<file path="src/rtl/gpp_pkg.sv">
// Shared definitions for the GPP register file slice:
// default widths and the accumulator source priority encoding.
package gpp_pkg;

    localparam int GPP_DATA_W    = 16;
    localparam int GPP_NUM_REGS  = 4;
    localparam int GPP_STK_DEPTH = 4;

    typedef enum logic [1:0] {
        ACC_SRC_HOLD = 2'd0,
        ACC_SRC_MEM  = 2'd1,
        ACC_SRC_ALU  = 2'd2,
        ACC_SRC_POP  = 2'd3
    } acc_src_e;

    // Pop beats ALU beats memory; nothing selected means hold.
    function automatic acc_src_e acc_src_sel(
        input logic pop_ok,
        input logic alu,
        input logic mem
    );
        acc_src_e s;
        s = ACC_SRC_HOLD;
        if (pop_ok)   s = ACC_SRC_POP;
        else if (alu) s = ACC_SRC_ALU;
        else if (mem) s = ACC_SRC_MEM;
        return s;
    endfunction

endpackage

</file>
<file path="src/rtl/gpp_acc_stack.sv">
// Accumulator save stack: LIFO with count, full/empty
// and sticky overflow/underflow detection.
module gpp_acc_stack
    import gpp_pkg::*;
#(
    parameter int DATA_W    = GPP_DATA_W,
    parameter int STK_DEPTH = GPP_STK_DEPTH
) (
    input  logic              clk,
    input  logic              rst,
    input  logic              i_push,
    input  logic              i_pop,
    input  logic              i_err_clr,
    input  logic [DATA_W-1:0] i_push_data,
    output logic [DATA_W-1:0] o_top_data,
    output logic              o_pop_ok,
    output logic              o_full,
    output logic              o_empty,
    output logic              o_err_ovf,
    output logic              o_err_unf
);

    localparam int CNT_W = $clog2(STK_DEPTH + 1);
    localparam int IDX_W = (STK_DEPTH > 1) ? $clog2(STK_DEPTH) : 1;

    logic [DATA_W-1:0] r_mem [STK_DEPTH];
    logic [CNT_W-1:0]  r_count;
    logic              r_err_ovf;
    logic              r_err_unf;

    logic [CNT_W-1:0]  w_cnt_m1;
    logic [IDX_W-1:0]  w_top_idx;
    logic [IDX_W-1:0]  w_wr_idx;
    logic              w_push_only;
    logic              w_pop_only;
    logic              w_do_push;
    logic              w_do_pop;
    logic              w_ovf;
    logic              w_unf;

    assign o_full  = (r_count == CNT_W'(STK_DEPTH));
    assign o_empty = (r_count == '0);

    // Simultaneous push and pop cancel: no stack op, no error.
    assign w_push_only = i_push & ~i_pop;
    assign w_pop_only  = i_pop & ~i_push;
    assign w_do_push   = w_push_only & ~o_full;
    assign w_do_pop    = w_pop_only & ~o_empty;
    assign w_ovf       = w_push_only & o_full;
    assign w_unf       = w_pop_only & o_empty;

    assign w_cnt_m1   = r_count - CNT_W'(1);
    assign w_top_idx  = w_cnt_m1[IDX_W-1:0];
    assign w_wr_idx   = r_count[IDX_W-1:0];
    assign o_top_data = r_mem[w_top_idx];
    assign o_pop_ok   = w_do_pop;
    assign o_err_ovf  = r_err_ovf;
    assign o_err_unf  = r_err_unf;

    // Entry storage; popped entries are left in place.
    always_ff @(posedge clk or negedge rst) begin
        if (!rst) begin
            for (int i = 0; i < STK_DEPTH; i++)
                r_mem[i] <= '0;
        end else if (w_do_push) begin
            r_mem[w_wr_idx] <= i_push_data;
        end
    end

    // Occupancy count.
    always_ff @(posedge clk or negedge rst) begin
        if (!rst)
            r_count <= '0;
        else if (w_do_push)
            r_count <= r_count + CNT_W'(1);
        else if (w_do_pop)
            r_count <= w_cnt_m1;
    end

    // Sticky error flags; a new error beats a clear.
    always_ff @(posedge clk or negedge rst) begin
        if (!rst) begin
            r_err_ovf <= 1'b0;
            r_err_unf <= 1'b0;
        end else begin
            if (w_ovf)          r_err_ovf <= 1'b1;
            else if (i_err_clr) r_err_ovf <= 1'b0;
            if (w_unf)          r_err_unf <= 1'b1;
            else if (i_err_clr) r_err_unf <= 1'b0;
        end
    end

endmodule

</file>
<file path="src/rtl/gp_register_file.sv">
// GPP general register file: NUM_REGS registers, two registered
// read ports with write-first bypass, accumulator and save stack.
module gp_register_file
    import gpp_pkg::*;
#(
    parameter int DATA_W    = GPP_DATA_W,
    parameter int NUM_REGS  = GPP_NUM_REGS,
    parameter int ADDR_W    = $clog2(NUM_REGS),
    parameter int STK_DEPTH = GPP_STK_DEPTH
) (
    input  logic              clk,
    input  logic              rst,
    input  logic              wr_en,
    input  logic [ADDR_W-1:0] wr_addr,
    input  logic [DATA_W-1:0] wr_data,
    input  logic              rd_en_a,
    input  logic [ADDR_W-1:0] rd_addr_a,
    output logic [DATA_W-1:0] rd_data_a,
    input  logic              rd_en_b,
    input  logic [ADDR_W-1:0] rd_addr_b,
    output logic [DATA_W-1:0] rd_data_b,
    input  logic              acc_wr_mem,
    input  logic [DATA_W-1:0] acc_data_mem,
    input  logic              acc_wr_alu,
    input  logic [DATA_W-1:0] acc_data_alu,
    input  logic              acc_push,
    input  logic              acc_pop,
    input  logic              err_clr,
    output logic [DATA_W-1:0] acc_out,
    output logic              acc_zero,
    output logic              acc_neg,
    output logic              stk_full,
    output logic              stk_empty,
    output logic              err_ovf,
    output logic              err_unf
);

    logic [DATA_W-1:0] r_regs [NUM_REGS];
    logic [DATA_W-1:0] r_rd_a;
    logic [DATA_W-1:0] r_rd_b;
    logic [DATA_W-1:0] r_acc;

    logic              w_wr_ok;
    logic              w_in_a;
    logic              w_in_b;
    logic [DATA_W-1:0] w_val_a;
    logic [DATA_W-1:0] w_val_b;
    logic [DATA_W-1:0] w_top;
    logic              w_pop_ok;
    acc_src_e          w_src;

    // Writes to indices beyond the array are dropped.
    assign w_wr_ok = wr_en && (int'(wr_addr) < NUM_REGS);
    assign w_in_a  = int'(rd_addr_a) < NUM_REGS;
    assign w_in_b  = int'(rd_addr_b) < NUM_REGS;

    // Port A source: bypassed write data, stored value, or 0.
    always_comb begin
        w_val_a = '0;
        if (w_in_a)
            w_val_a = (w_wr_ok && wr_addr == rd_addr_a)
                    ? wr_data : r_regs[rd_addr_a];
    end

    // Port B source: same rules as port A.
    always_comb begin
        w_val_b = '0;
        if (w_in_b)
            w_val_b = (w_wr_ok && wr_addr == rd_addr_b)
                    ? wr_data : r_regs[rd_addr_b];
    end

    // General register array.
    always_ff @(posedge clk or negedge rst) begin
        if (!rst) begin
            for (int i = 0; i < NUM_REGS; i++)
                r_regs[i] <= '0;
        end else if (w_wr_ok) begin
            r_regs[wr_addr] <= wr_data;
        end
    end

    // Registered read ports; a disabled port returns 0.
    always_ff @(posedge clk or negedge rst) begin
        if (!rst) begin
            r_rd_a <= '0;
            r_rd_b <= '0;
        end else begin
            r_rd_a <= rd_en_a ? w_val_a : '0;
            r_rd_b <= rd_en_b ? w_val_b : '0;
        end
    end

    gpp_acc_stack #(
        .DATA_W    (DATA_W),
        .STK_DEPTH (STK_DEPTH)
    ) u_stack (
        .clk         (clk),
        .rst         (rst),
        .i_push      (acc_push),
        .i_pop       (acc_pop),
        .i_err_clr   (err_clr),
        .i_push_data (r_acc),
        .o_top_data  (w_top),
        .o_pop_ok    (w_pop_ok),
        .o_full      (stk_full),
        .o_empty     (stk_empty),
        .o_err_ovf   (err_ovf),
        .o_err_unf   (err_unf)
    );

    assign w_src = acc_src_sel(w_pop_ok, acc_wr_alu, acc_wr_mem);

    // Accumulator load by priority: pop, ALU, memory, hold.
    always_ff @(posedge clk or negedge rst) begin
        if (!rst) begin
            r_acc <= '0;
        end else begin
            unique case (w_src)
                ACC_SRC_POP:  r_acc <= w_top;
                ACC_SRC_ALU:  r_acc <= acc_data_alu;
                ACC_SRC_MEM:  r_acc <= acc_data_mem;
                default:      r_acc <= r_acc;
            endcase
        end
    end

    assign rd_data_a = r_rd_a;
    assign rd_data_b = r_rd_b;
    assign acc_out   = r_acc;
    assign acc_zero  = (r_acc == '0);
    assign acc_neg   = r_acc[DATA_W-1];

endmodule
</file>
<file path="config.mk">
export PLATFORM = sky130hd
export DESIGN_NAME = gp_register_file
export DESIGN_NICKNAME = d
export VERILOG_FILES = /design/src/rtl/gpp_pkg.sv /design/src/rtl/gpp_acc_stack.sv /design/src/rtl/gp_register_file.sv
export SDC_FILE = /design/constraint.sdc
export NUM_CORES = 1
export LEC_CHECK = 0
export ABC_AREA = 0
export CORE_MARGIN = 8
export CORE_UTILIZATION = 30
export CTS_BUF_LIST = sky130_fd_sc_hd__clkbuf_16
export CTS_CLUSTER_SIZE = 25
export DETAILED_ROUTE_END_ITERATION = 7
export DONT_BUFFER_PORTS = 1
export PLACE_DENSITY = 0.49
export SLEW_MARGIN = 25
export SYNTH_ARGS = -nofsm -noshare
export SYNTH_HDL_FRONTEND = slang
export SYNTH_SLANG_ARGS = --single-unit
</file>
<file path="constraint.sdc">
create_clock -name clk -period 3.85 [get_ports clk]
set_input_delay 0.77 -clock clk [delete_from_list [all_inputs] [get_ports clk]]
set_output_delay 0.77 -clock clk [all_outputs]
set_load 0.02 [all_outputs]
</file>
==> impl_metrics.json <==
{
  "syn-num-nets": 710,
  "most-common-layout-cells": "dfrtp_1 (181), mux2_2 (89), mux4_2 (48), o31ai_1 (48), nand4_1 (32)",
  "path_clk_slew_ns": 0.08,
  "worstSetupEndpointType": "register",
  "critPathLaunch": "u_stack.r_count[1]$_DFFE_PN0P_",
  "grt-ovfl-total": 0,
  "ir_worst_vdd_v": 0.000289,
  "hpwl_um": 16000,
  "cts_root_buf": "clkbuf_16",
  "drc": 0,
  "layout_commonest_cell": "dfrtp_1",
  "synth_area_leaders": "dfrtp_1 (49%), mux4_2 (12%), mux2_2 (11%)",
  "drv_cap": 0,
  "cp_max_fo": 32,
  "clockBufferDepth": 2,
  "critPathKind": "register to register",
  "netlist_area_mm2": 0.00920,
  "pin_count": 118,
  "antenna_found_initial": 0,
  "grt.total_usage_pct": 13.9,
  "tritoncts": "built",
  "wire_per_inst_um": 24.6,
  "syn_to_final_growth_pct": 10.2,
  "drive_gt1_share_pct": 36.0,
  "num_vias": 5667,
  "power_mw": 6.97,
  "gp_congestion": 0.749,
  "core.rowCount": 64,
  "nNetsFinal": 687,
  "cts_made_buffers": 17,
  "startpoint_type": "register",
  "grt_max_degree": 182,
  "yosysTopAreaCell": "dfrtp_1",
  "grt_pass1_wl_um": 39100,
  "yosysUniqueCellTypes": 43,
  "fin_worst_skew_ns": 0.0118,
  "chipWidth_um": 191,
  "cts_setup_buffers": 0,
  "fin_setup_tns_ns": 0,
  "ant_nets": 0,
  "synthCells": 638,
  "totalWireLength_um": 25200,
  "synth-seq-area-share_pct": 49.3,
  "start_util_pct": 30.2,
  "required_ns": 4.19,
  "tightestPinTransition_ns": 1.08,
  "cp.arrival_ns": 3.34,
  "place.port_buffers": 0,
  "r2r_cells": 8,
  "final-setup-viol-count": 0,
  "r2r-end": "acc_out[11]$_DFFE_PN0P_",
  "drv_slew": 0,
  "cts_resized": 0,
  "r2r-start": "u_stack.r_count[1]$_DFFE_PN0P_",
  "synth-seq-cells": 181,
  "h-tree-depth": 4,
  "powerDensity_mw_per_mm2": 688,
  "avgSynthCellArea_um2": 14.4,
  "endpoint": "acc_out[11]$_DFFE_PN0P_",
  "finalHoldViolCount": 0,
  "diodes": 0,
  "grt_pass1_vias": 6093,
  "fin_ws_ns": 0.850,
  "firstDrtPassIters": 4,
  "core_mm2": 0.0304,
  "yosys.area.top_type_share_pct": 49.3,
  "hold_class": "input pin to asynchronous set/reset pin",
  "dr.first_iter.drc_count": 393,
  "pre_cts_slack_ns": 0.814,
  "reg2reg_slack_ns": 0.85,
  "hold_ws_ns": 0.0400,
  "post-route-period-util_pct": 77.9,
  "cts.sinks": 181,
  "slew_headroom_pct": 27.3,
  "rsz0062_at_grt": "false",
  "insertion_delay_ns": 0.43,
  "dieArea_mm2": 0.0365,
  "fp.dieH_um": 191,
  "status": "completed",
  "max_freq_mhz": 333,
  "synth_warnings": 0,
  "leakage_nw": 4.23,
  "period_minus_slack_ns": 3.00,
  "via_per_inst": 5.53
}
## metrics by stage
step,cell area (um2),std cells,utilization (%)
final,10100,1024,33.3
after global routing,10100,1024,33.3
after CTS,10100,1019,33.1
after detailed placement,9450,987,31.1
after global placement,9450,987,31.0
after floorplan,9200,638,-
## registers in the layout, summed over array words and instances, names as in the netlist
register / flops
acc_out: 16
r_regs: 64
rd_data_a: 16
rd_data_b: 16
u_stack.o_err_ovf: 1
u_stack.o_err_unf: 1
u_stack.r_count: 3
u_stack.r_mem: 64
## logic make-up after synthesis
group	Yosys count	share of synthesized area [%]
buffers and inverters	61	3.46
AOI/OAI and AO/OA	110	9.24
adders and majority gates	8	1.09
DFF	181	49.3
and+or+nand+nor	93	6.80
xor gates and xnor gates	9	1.51
muxes	176	28.7
## power by group
| part | leakage [nW] | internal [mW] | switching (mW) | total, mW |
|---|---|---|---|---|
| Sequential | 2.24 | 2.48 | 0.687 | 3.17 |
| Combinational | 1.69 | 1.15 | 0.823 | 1.97 |
| Clock | 0.295 | 0.989 | 0.837 | 1.83 |
| Total | 4.23 | 4.62 | 2.35 | 6.97 |
## repair_timing
item / CTS / global route
endpoints found under the setup margin: 0 / 0
hold endpoints to repair: 0 / 13
hold buffers: 0 / 4
## synth_stat cells (all sizes together)
cell type and n:
a21bo 1, a21boi 34, a21o 1, a21oi 2, a221oi 16, and4 1
buf 29, clkbuf 23, dfrtp 181, ha 8, inv 9, mux2 128
mux4 48, nand2 19, nand2b 3, nand3 1, nand3b 8, nand4 32
nor2 2, nor2b 17, nor3 2, nor4 5, nor4bb 1, o211a 1
o21ai 3, o221a 1, o22ai 3, o31ai 48, or2 1, or3b 1
xnor2 5, xor2 4
## critical path: stages (launching register included)
cell and delay, ns:
dfrtp_1 0.42, inv_1 0.15, ha_1 0.37, nand2b_1 0.18, inv_1 0.29, o21ai_0 0.20
ha_1 0.87, a221oi_1 0.15, o31ai_1 0.27
## layout make-up
type | instances | area (um2)
fillers | 2972 | 20300
multi-input cells | 396 | 4380
clock buffers | 17 | 425
clock inverters | 15 | 189
flip-flops and latches | 181 | 4530
inverters | 9 | 33.8
well taps | 396 | 495
repair buffers | 10 | 88.8
## metal layers
metal	global-route usage [%]	vias to the layer above	part of all wire, %
li1	-	2421	-
met3	4.40	33	7.9
met2	22.8	214	49
met5	0	-	0
met4	3.85	0	1.5
met1	17.4	2999	41
## how the worst min path moves through the flow
stage                                     to  slack [ns]  cells after the start
2_1_floorplan  u_stack.r_mem[56]$_DFFE_PN0P_        0.45                      1
3_3_place_gp   u_stack.r_mem[61]$_DFFE_PN0P_        0.46                      1
3_5_place_dp         acc_out[10]$_DFFE_PN0P_        0.48                      0
4_1_cts              acc_out[10]$_DFFE_PN0P_       0.004                      0
5_1_grt               rd_data_a[2]$_DFF_PN0_       0.008                      0
6_report       u_stack.r_mem[10]$_DFFE_PN0P_        0.04                      0
(Power assumes the default switching activity.)
